## config.mk

```make
export PLATFORM = sky130hd
export DESIGN_NAME = pwm_duty_ramp
export DESIGN_NICKNAME = d
export VERILOG_FILES = /design/src/rtl/pwm_pkg.sv /design/src/rtl/pwm_tick_div.sv /design/src/rtl/pwm_duty_ramp.sv
export SDC_FILE = /design/constraint.sdc
export NUM_CORES = 1
export LEC_CHECK = 0
export ABC_AREA = 1
export CAP_MARGIN = 15
export CORE_MARGIN = 1.5
export CORE_UTILIZATION = 35
export CTS_CLUSTER_DIAMETER = 200
export DETAILED_ROUTE_END_ITERATION = 16
export PLACE_DENSITY = 0.57
export SKIP_LAST_GASP = 1
export SLEW_MARGIN = 20
export SYNTH_ARGS = -nofsm -noshare
export SYNTH_HDL_FRONTEND = slang
export SYNTH_SLANG_ARGS = --single-unit
```

## constraint.sdc

```tcl
create_clock -name clk_i -period 6.1 [get_ports clk_i]
set_clock_uncertainty 0.05 [all_clocks]
set_input_delay 1.83 -clock clk_i [delete_from_list [all_inputs] [get_ports clk_i]]
set_output_delay 1.83 -clock clk_i [all_outputs]
set_load 0.01 [all_outputs]
```

## src/rtl/pwm_pkg.sv

```systemverilog
// Shared definitions for the PWM datapath: duty width/limit, ramp states and the
// valid/ready fire condition used by every stage on the duty path.
`ifndef PWM_HS_FIRE
`define PWM_HS_FIRE(valid, ready) ((valid) && (ready))
`endif

package pwm_pkg;

  localparam int unsigned DUTY_W   = 7;
  localparam int unsigned DUTY_MAX = 100;

  typedef enum logic [1:0] {
    ST_IDLE = 2'd0,
    ST_UP   = 2'd1,
    ST_DOWN = 2'd2
  } pwm_state_e;

endpackage

```

## src/rtl/pwm_tick_div.sv

```systemverilog
// Period-tick divider: counts tick_i pulses and fires upd_o on the tick that
// brings the count to rate_i, restarting from zero at that same edge.
module pwm_tick_div #(
  parameter int unsigned RATE_W = 8
) (
  input  logic              clk_i,
  input  logic              rst_i,
  input  logic              clear_i,
  input  logic              tick_i,
  input  logic [RATE_W-1:0] rate_i,
  output logic              upd_o
);

  logic [RATE_W-1:0] cnt_q, cnt_d;
  logic [RATE_W:0]   cnt_inc;

  always_comb begin
    cnt_inc = {1'b0, cnt_q} + (RATE_W + 1)'(1);
    cnt_d   = cnt_q;
    upd_o   = 1'b0;
    if (clear_i) begin
      cnt_d = '0;
    end else if (tick_i) begin
      if (cnt_inc == {1'b0, rate_i}) begin
        cnt_d = '0;
        upd_o = 1'b1;
      end else begin
        cnt_d = cnt_inc[RATE_W-1:0];
      end
    end
  end

  always_ff @(posedge clk_i) begin
    if (rst_i) begin
      cnt_q <= '0;
    end else begin
      cnt_q <= cnt_d;
    end
  end

endmodule

```

## src/rtl/pwm_duty_ramp.sv

```systemverilog
// Slew-rate-limited duty command: steps duty_o toward an accepted target only on
// divided PWM period ticks, with emergency stop to zero.
module pwm_duty_ramp
  import pwm_pkg::*;
#(
  parameter int unsigned STEP_W = 4,
  parameter int unsigned RATE_W = 8
) (
  input  logic              clk_i,
  input  logic              rst_i,
  input  logic              tgt_valid_i,
  output logic              tgt_ready_o,
  input  logic [DUTY_W-1:0] tgt_duty_i,
  input  logic [STEP_W-1:0] step_i,
  input  logic [RATE_W-1:0] rate_i,
  input  logic              period_tick_i,
  input  logic              stop_i,
  output logic [DUTY_W-1:0] duty_o,
  output logic              busy_o,
  output logic              done_o
);

  localparam int unsigned SumW = DUTY_W + 1;
  localparam logic [DUTY_W-1:0] DutyMaxC = DUTY_W'(DUTY_MAX);

  pwm_state_e        state_q, state_d;
  logic [DUTY_W-1:0] duty_q, duty_d;
  logic [DUTY_W-1:0] tgt_q, tgt_d;
  logic [STEP_W-1:0] step_q, step_d;
  logic [RATE_W-1:0] rate_q, rate_d;
  logic              done_q, done_d;

  logic              accept;
  logic              upd;
  logic [DUTY_W-1:0] tgt_clamped;
  logic [SumW-1:0]   up_sum;
  logic [DUTY_W-1:0] up_val, dn_val;

  assign tgt_ready_o = (state_q == ST_IDLE) && !stop_i;
  assign accept      = `PWM_HS_FIRE(tgt_valid_i, tgt_ready_o);
  assign tgt_clamped = (tgt_duty_i > DutyMaxC) ? DutyMaxC : tgt_duty_i;

  // Counter idles at zero so a fresh ramp always waits a full rate of ticks.
  pwm_tick_div #(
    .RATE_W (RATE_W)
  ) u_tick_div (
    .clk_i   (clk_i),
    .rst_i   (rst_i),
    .clear_i (stop_i || (state_q == ST_IDLE)),
    .tick_i  (period_tick_i),
    .rate_i  (rate_q),
    .upd_o   (upd)
  );

  // One spare bit keeps the approach to the target free of wrap in both directions.
  assign up_sum = {1'b0, duty_q} + SumW'(step_q);
  assign up_val = (up_sum > {1'b0, tgt_q}) ? tgt_q : up_sum[DUTY_W-1:0];
  assign dn_val = ({1'b0, duty_q} < ({1'b0, tgt_q} + SumW'(step_q))) ? tgt_q
                : (duty_q - DUTY_W'(step_q));

  always_comb begin
    state_d = state_q;
    duty_d  = duty_q;
    tgt_d   = tgt_q;
    step_d  = step_q;
    rate_d  = rate_q;
    done_d  = 1'b0;
    if (stop_i) begin
      state_d = ST_IDLE;
      duty_d  = '0;
    end else begin
      unique case (state_q)
        ST_IDLE: begin
          if (accept) begin
            tgt_d  = tgt_clamped;
            step_d = (step_i == '0) ? STEP_W'(1) : step_i;
            rate_d = (rate_i == '0) ? RATE_W'(1) : rate_i;
            if (tgt_clamped > duty_q) begin
              state_d = ST_UP;
            end else if (tgt_clamped < duty_q) begin
              state_d = ST_DOWN;
            end else begin
              done_d = 1'b1;
            end
          end
        end
        ST_UP, ST_DOWN: begin
          if (upd) begin
            duty_d = (state_q == ST_UP) ? up_val : dn_val;
            if (duty_d == tgt_q) begin
              state_d = ST_IDLE;
              done_d  = 1'b1;
            end
          end
        end
        default: state_d = ST_IDLE;
      endcase
    end
  end

  always_ff @(posedge clk_i) begin
    if (rst_i) begin
      state_q <= ST_IDLE;
      duty_q  <= '0;
      tgt_q   <= '0;
      step_q  <= STEP_W'(1);
      rate_q  <= RATE_W'(1);
      done_q  <= 1'b0;
    end else begin
      state_q <= state_d;
      duty_q  <= duty_d;
      tgt_q   <= tgt_d;
      step_q  <= step_d;
      rate_q  <= rate_d;
      done_q  <= done_d;
    end
  end

  assign duty_o = duty_q;
  assign busy_o = (state_q != ST_IDLE);
  assign done_o = done_q;

endmodule

```

==> results.toml <==
[run_status]
status = "complete, no violations"

[logic_synthesis]
synth_top_area_cell = "dfxtp_1"
synth_fp_nets = 591
synth_area_um2 = 3351
synth_most_common_cell = "nand2_1"
syn_inst = 528
yosys_register_bits = 37
async_flop_share_pct = 0
synth_edf_count = 0
syn_avg_cell_area_um2 = 6.346
yosysWarnings = 0
yosys-top-cells-area = "dfxtp_1, nand2_1, ha_1"
netlist_top_cells_count = "nand2_1, inv_1, nand3_1, a21oi_1"
synth_top_area_share_pct = 22.11
ys_dominant_reg_cell = "dfxtp_1"
synthDistinctLibCells = 36
seq_area_frac_synth_pct = 22.11

[global_route]
grt_pass1_wl_um = 15190
grt_pass1_vias = 3103
antenna_found_initial = 0
grt_usage_pct = 19.06
gr-total-overflow = 0
grt_max_degree = 29

[power_and_ir_drop]
power_density_nw_per_um2 = 187.4
p_leak_nw = 1.814
peakVddDrop_mv = 0.08904

[critical_path]
path_depth = 3
cp_max_fo = 3
rr_worst_depth = 25
path_delay_family = "buffers and inverters"
worstPathRequired_ns = 4.22
endpoint_kind = "output pin"
critPathSlowestCell = "clkdlybuf4s50_1"
path_buf_inv = 2
critPathLaunchType = "input pin"
cp_slowest_stage_delay_ns = 0.55
crit_top_cell = "clkdlybuf4s50_1"
crit_type = "input pin to output pin"
startpoint = "stop_i"
crit_chain = "clkdlybuf4s50_1 -> nor2_1 -> clkdlybuf4s50_1"
r2r-start = "duty_o[1]$_SDFFE_PP0P_"
cp.arrival_ns = 2.98

[place]
placed_cell_area_um2 = 3795
hpwl_um = 7267
place.gp.congestion = 0.9745
place_ws_ns = 1.230
numPortBuffers = 33

[flow_run]
cap_violations = 0

[sta]
fin_crit_sh_pct = 79.72
period_needed_ns = 4.863
tns_ns = 0
setup_violations = 0
tightestPinTransition_ns = 0.8203
setup_ws_ns = 1.237
maxSlewViolCount = 0
relSlewSlack_pct = 45.18
fmax_mhz = 205.6
rsz0062_at_grt = "false"
hold_viol_final = 0

[drt]
vias_per_cell = 4.934
drt-wirelength-per-cell_um = 13.18
dr.pass1.iters = 5
post-route-drc-count = 0
drt_wl_total_um = 9057
vias = 3390
ant_nets = 0
drtIter0Drc = 138

[clock_network]
clk_path_buf_depth = 2
ctsResizeCount = 0
postCtsHoldBufs = 0
cts.htree.levels = 2
cts_tree = "done"
cts_root_buf = "clkbuf_8"
clk_pin_slew_ns = 0.08
clock-sinks = 37
postCtsSetupBuffers = 0
clock_latency_ns = 0.30
numCtsBuffers = 5

[worst_hold_path]
hold_start = "u_tick_div.cnt_q[3]$_SDFFE_PP0P_"
hp-class = "flip-flop to flip-flop"
holdPathStages = 2

[finish]
fin_nets = 620
n_antenna_cell = 0
area_delta_synth_final_pct = 16.62
final_layout_size_suffix_gt1_share_pct = 4.659
utilization_pct = 42.29
fin_area_um2 = 3908

[die]
initial_utilization_pct = 36.26
die_h_um = 100.8
dieArea_um2 = 10170
core-area_um2 = 9240
num_io_pins = 34
die_width_um = 100.8
std_cell_rows = 35
report_power, final:
part	switching (W)	total [W]	leakage [nW]	internal [W]
sequential	0.0000155	0.000269	0.301	0.000253
combinational	0.000152	0.000245	1.45	0.0000929
clock	0.0000959	0.000218	0.0585	0.000123
metal layers:
metal / track usage, % / vias to the layer above / routed length, µm
met2: 28.69 / 80 / 3793
met1: 28.49 / 1504 / 4748
li1: - / 1793 / -
met5: 0 / - / 0
met4: 4.442 / 0 / 142
met3: 2.705 / 13 / 373
kinds of logic after synthesis:
group                      synth area share (%)
buffers and inverters                     9.485
and+or+nand+nor                           36.33
AOI/OAI and AO/OA                         12.96
adders and majority gates                 15.24
DFF                                       22.11
xor gates and xnor gates                  3.884
worst min-delay path, delay by kind of cell (launching register included):
kind,cells,cell delay (ns)
flip-flops,1,0.32
AO/OA/AOI/OAI,1,0.06
AND/OR/NAND/NOR,1,0.06
sequential cells by signal (all words and copies together) (netlist names):
name and count:
rate_q 8, u_tick_div.cnt_q 8, duty_o 7, tgt_q 7
step_q 4, state_q 2, done_o 1
cells in the final DEF, fill, tap and decap left out, types with 3 or more instances in the layout:
master,n
nand2_1,145
inv_1,70
nand3_1,63
a21oi_1,44
nor2_1,37
dfxtp_1,37
ha_1,36
clkdlybuf4s50_1,33
o21ai_0,22
xor2_1,9
nand4_1,8
nand2_2,5
nor4_1,5
clkbuf_8,5
xnor2_1,4
a211oi_1,4
a31oi_1,3
nor2_2,3
fa_1,3
worst paths after layout:
path | end | slack [ns]
max | tgt_ready_o | 1.24
min | u_tick_div.cnt_q[3]$_SDFFE_PP0P_ | 0.43
max reg2reg | state_q[0]$_SDFFE_PP0P_ | 2.22
min reg2reg | u_tick_div.cnt_q[3]$_SDFFE_PP0P_ | 0.43
area by class of cell:
| class | count | area [µm²] |
|---|---|---|
| clock buffer | 5 | 68.82 |
| clock inverter | 3 | 43.79 |
| fill | 1000 | 5333 |
| inverter | 72 | 270.3 |
| multi-input combinational | 408 | 2292 |
| sequential | 37 | 740.7 |
| tap | 129 | 161.4 |
| timing repair buffer | 33 | 330.3 |
per-stage QoR:
| step | cells | hold WS [ns] | power, W |
|---|---|---|---|
| finish | 687 | 0.4250 | 0.0007323 |
| global route | 687 | 0.4472 | 0.0007893 |
| CTS | 687 | 0.4305 | 0.0007354 |
| detailed placement | 679 | 0.4181 | 0.0005177 |
| global placement | 679 | 0.4061 | 0.0005140 |
| floorplan | 528 | 0.3939 | 0.0004473 |
(Power assumes the default switching activity.)
